[src/rtl/neuron_pkg.sv]
// Constants and helpers shared by the neuron datapath. The saturating add is sized for the
// widest legal accumulator, and the live accumulator width is passed in at each call.
package neuron_pkg;
  localparam int GUARD_BITS = 8;
  localparam int ACT_ONE    = 1;
  localparam int ACT_ZERO   = 0;

  // Widest accumulator supported: WIDTH=32 -> 2*32+8.
  localparam int SAT_MAX_W = 2*32 + GUARD_BITS;
  typedef logic signed [SAT_MAX_W-1:0] sat_t;

  // Sign-extended a+b, clamped to the signed range of a w-bit accumulator.
  function automatic sat_t sat_add(input sat_t a, input sat_t b, input int unsigned w);
    logic signed [SAT_MAX_W:0] s, one, lim, hi, lo;
    sat_t r;
    one = {{SAT_MAX_W{1'b0}}, 1'b1};
    s   = {a[SAT_MAX_W-1], a} + {b[SAT_MAX_W-1], b};
    lim = one << (w - 1);
    hi  = lim - one;
    lo  = -lim;
    if (s > hi)      r = hi[SAT_MAX_W-1:0];
    else if (s < lo) r = lo[SAT_MAX_W-1:0];
    else             r = s[SAT_MAX_W-1:0];
    return r;
  endfunction
endpackage

[src/rtl/neuron_mac.sv]
// Multiply-accumulate core: full-precision signed product folded into a saturating
// accumulator register.
module neuron_mac
  import neuron_pkg::*;
#(
  parameter  int WIDTH     = 8,
  localparam int ACC_WIDTH = 2*WIDTH + GUARD_BITS
) (
  input  logic                        i_clk,
  input  logic                        i_rst,
  input  logic                        i_en,
  input  logic signed [WIDTH-1:0]     i_w,
  input  logic signed [WIDTH-1:0]     i_x,
  output logic signed [ACC_WIDTH-1:0] o_acc
);
  logic signed [2*WIDTH-1:0]   w_prod;
  sat_t                        w_prod_ext, w_acc_ext, w_sum;
  logic signed [ACC_WIDTH-1:0] r_acc;

  // Operands widened first so the product keeps every bit.
  assign w_prod     = $signed({{WIDTH{i_w[WIDTH-1]}}, i_w}) *
                      $signed({{WIDTH{i_x[WIDTH-1]}}, i_x});
  assign w_prod_ext = sat_t'(w_prod);
  assign w_acc_ext  = sat_t'(r_acc);
  assign w_sum      = sat_add(w_acc_ext, w_prod_ext, ACC_WIDTH);

  always_ff @(posedge i_clk) begin
    if (i_rst)     r_acc <= '0;
    else if (i_en) r_acc <= w_sum[ACC_WIDTH-1:0];
  end

  assign o_acc = r_acc;
endmodule

[src/rtl/neuron_nbits.sv]
// Single neuron: saturating MAC followed by a registered step activation (Out is 0 or 1,
// and lags the accumulator by one edge).
module neuron_nbits
  import neuron_pkg::*;
#(
  parameter  int WIDTH     = 8,
  localparam int ACC_WIDTH = 2*WIDTH + GUARD_BITS
) (
  input  logic                    clk,
  input  logic                    rst,
  input  logic                    en,
  input  logic signed [WIDTH-1:0] W,
  input  logic signed [WIDTH-1:0] X,
  output logic signed [WIDTH-1:0] Out
);
  logic signed [ACC_WIDTH-1:0] w_acc;
  logic                        w_act;
  logic signed [WIDTH-1:0]     r_out;

  neuron_mac #(.WIDTH(WIDTH)) u_mac (
    .i_clk (clk),
    .i_rst (rst),
    .i_en  (en),
    .i_w   (W),
    .i_x   (X),
    .o_acc (w_acc)
  );

  // Strictly positive: sign clear and not zero.
  assign w_act = !w_acc[ACC_WIDTH-1] && (w_acc != '0);

  always_ff @(posedge clk) begin
    if (rst) r_out <= WIDTH'(ACT_ZERO);
    else     r_out <= w_act ? WIDTH'(ACT_ONE) : WIDTH'(ACT_ZERO);
  end

  assign Out = r_out;
endmodule

[config.mk]
export PLATFORM = sky130hd
export DESIGN_NAME = neuron_nbits
export DESIGN_NICKNAME = d
export VERILOG_FILES = /design/src/rtl/neuron_pkg.sv /design/src/rtl/neuron_mac.sv /design/src/rtl/neuron_nbits.sv
export SDC_FILE = /design/constraint.sdc
export NUM_CORES = 1
export LEC_CHECK = 0
export CAP_MARGIN = 15
export CORE_UTILIZATION = 65
export DETAILED_ROUTE_END_ITERATION = 7
export GPL_ROUTABILITY_DRIVEN = 0
export PLACE_DENSITY = 0.85
export SLEW_MARGIN = 20
export SYNTH_ARGS = -nofsm -noshare
export SYNTH_HDL_FRONTEND = slang
export SYNTH_HIERARCHICAL = 1
export SYNTH_SLANG_ARGS = --single-unit
[constraint.sdc]
create_clock -name clk -period 22 [get_ports clk]
set_input_delay 4.4 -clock clk [delete_from_list [all_inputs] [get_ports clk]]
set_output_delay 4.4 -clock clk [all_outputs]
set_load 0.01 [all_outputs]
==> qor.yml <==
sta:
  fmax_mhz: 94.0
  worstMarginPinSlew_ps: 942
  tns_ps: 0
  setup-violations-final: 0
  maxSlewViolCount: 0
  finClkSkew_ps: 1.09
  finalCritPeriodShare: 0.483
  period_needed_ps: 10630
  rsz0062_at_grt: "no"
  hold_violations: 0
  relSlewSlack: 0.370
drt:
  drtIter0Drc: 194
  wl_per_cell_um: 16.8
  drc_errors: 0
  drtPass1Iterations: 4
  viasPerCell: 5.72
  routed_wl_mm: 11.4
  ant_nets: 0
  num_vias: 3888
yosys:
  synth_edf_count: 0
  synth_area_mm2: 0.00567
  ys_dominant_reg_cell: "dfxtp_1"
  synth-seq-cells: 25
  netlist.area_leader.share: 0.382
  synth.area.top_cells: "fa_1 (38%), ha_1 (12%), dfxtp_1 (8.8%)"
  synth_largest_area_cell: "fa_1"
  yosysSeqAreaShare: 0.0883
  syn_inst: 567
  async_flop_share: 0
  syn-mean-instance-area_um2: 9.99
  synthDistinctLibCells: 60
  yosysWarnings: 6
floorplanning:
  die_area_mm2: 0.00910
  fp.dieH_um: 95.4
  rows: 33
  start_util: 0.679
  core_area_mm2: 0.00834
  die_x_um: 95.4
  ioPinCount: 27
worst_hold_path:
  min_path_cells: 2
  worstHoldPathType: "flip-flop to flip-flop"
worst_setup_path:
  crit_fanout: 20
  crit_required_ps: 22120
  setup.worst_path.end_class: "flip-flop"
  cp_data_arrival_time_ps: 10750
  startpoint_type: "input port"
  cp_cell_sequence: "clkdlybuf4s50_1, and2_2, inv_1, fa_1, inv_1, fa_1, fa_1, fa_1, fa_1, ha_1, o211ai_2, a21oi_2, nor4_4, o311ai_2, o221ai_2, xnor2_4, maj3_2, a211oi_2"
  slowest_stage: "clkdlybuf4s50_1"
  rrSetupSlack_ps: 16260
  path_common_cell: "fa_1"
  r2r_cells: 20
  cpPeakStageDelay_ps: 660
  crit_type: "input port to flip-flop"
global_routing:
  grt_pass1_vias: 4160
  grt_start_max_net_pins: 42
  grt_overflow: 0
  grt_util_all_layers: 0.281
  grt_pass1_wl_mm: 19.6
  antenna_found_initial: 0
finish:
  diodes: 0
  areaGrowthSynthToFinish_pct: 5.12
  num-nets-final: 759
  fill_cells: 616
  layout-drive-gt1-share: 0.0817
clock_tree:
  numCtsBuffers: 3
  cts_tree: "done"
  clock_latency_ps: 270
  htreeDepth: 1
  root_buffer: "clkbuf_8"
  ctsHoldBuffers: 0
  cts_sinks: 25
  post_cts_resized: 0
  post-cts-setup-buffer-count: 0
  clk_pin_slew_ps: 90
  max-clock-path-buffers: 2
outcome:
  status: "completed"
placed_design:
  dp_hpwl_mm: 9.80
  io_buffers: 19
job:
  maxCapViolations: 0
final cells by class:
cell class                 instances  area (um2)  area share
multi-input combinational        422        4690       0.787
sequential                        25         500      0.0840
inverter                         104         390      0.0655
timing repair buffer              20         198      0.0332
tap                              105         131      0.0221
clock buffer                       3        41.3     0.00693
clock inverter                     1        5.00    0.000840
worst paths after layout:
kind | start | endpoint
worst min-delay path | u_mac/o_acc[10] | u_mac/o_acc[10]
worst max-delay path | X[0] | u_mac/o_acc[4]
worst min register to register | u_mac/o_acc[10] | u_mac/o_acc[10]
worst max register to register | u_mac/o_acc[4] | u_mac/o_acc[4]
cell usage in the layout, fill, tap and decap left out, types with 14 or more instances in the layout:
master,count
fa_1,108
inv_1,101
ha_1,56
and2_1,32
nand2_1,32
nor2_1,31
dfxtp_1,25
a21oi_1,20
clkdlybuf4s50_1,19
maj3_2,14
cells in the mapped netlist (2+ instances only):
cell / number
fa_1: 108
inv_1: 101
ha_1: 56
and2_1: 33
nand2_1: 32
nor2_1: 31
dfxtp_1: 25
a21oi_1: 20
maj3_2: 14
xnor2_1: 14
a211oi_1: 11
a211oi_2: 10
buf_4: 8
clkbuf_1: 8
nand2b_1: 8
a21o_1: 7
o21ai_0: 7
xor2_1: 7
mux2i_1: 5
nor4_1: 5
nand3_1: 4
nor3_1: 4
buf_2: 3
maj3_1: 3
o21bai_1: 3
buf_1: 2
inv_2: 2
o211ai_1: 2
o21a_1: 2
or3_1: 2
registers in the layout, indices dropped and copies added (netlist names):
signal       flops
Out              1
u_mac/o_acc     24
metal layers:
metal | share of wire | GRT usage
met5 | 0 | 0
met4 | 0.028 | 0.0734
met3 | 0.034 | 0.0255
met2 | 0.52 | 0.513
met1 | 0.41 | 0.357
through the flow:
| step | cells | utilization | setup slack [ps] | area, um2 | hold slack, ps |
|---|---|---|---|---|---|
| after detailed placement | 676 | 0.707 | 10370 | 5900 | 534 |
| after CTS | 680 | 0.713 | 10640 | 5940 | 545 |
| final | 680 | 0.714 | 11370 | 5960 | 543 |
| after floorplan | 573 | - | 12090 | 5690 | 448 |
| after global routing | 680 | 0.714 | 11000 | 5960 | 572 |
| after global placement | 676 | 0.707 | 10510 | 5900 | 521 |
logic make-up (layout without fill, tap and decap cells):
family | count (synthesis) | after routing | share of synthesized area
flip-flops | 25 | 25 | 0.0883
other | 1 | 7 | 0.000662
AND/OR/NAND/NOR | 128 | 128 | 0.118
AO/OA/AOI/OAI | 79 | 79 | 0.117
adder cells (fa/ha/maj) | 181 | 181 | 0.538
XOR/XNOR | 22 | 22 | 0.0373
multiplexers | 5 | 5 | 0.00883
buffers and inverters | 126 | 128 | 0.0914
critical path: cells and delay by family:
kind	cells	cell delay, ps
xor+xnor	1	600
simple gates	2	680
compound gates	5	1010
buf+inv	3	830
fa+ha+maj	7	3220
Power is left out: the tool's default activity adds up to more than one toggle a clock period on the data nets, which glitch-free logic cannot reach.
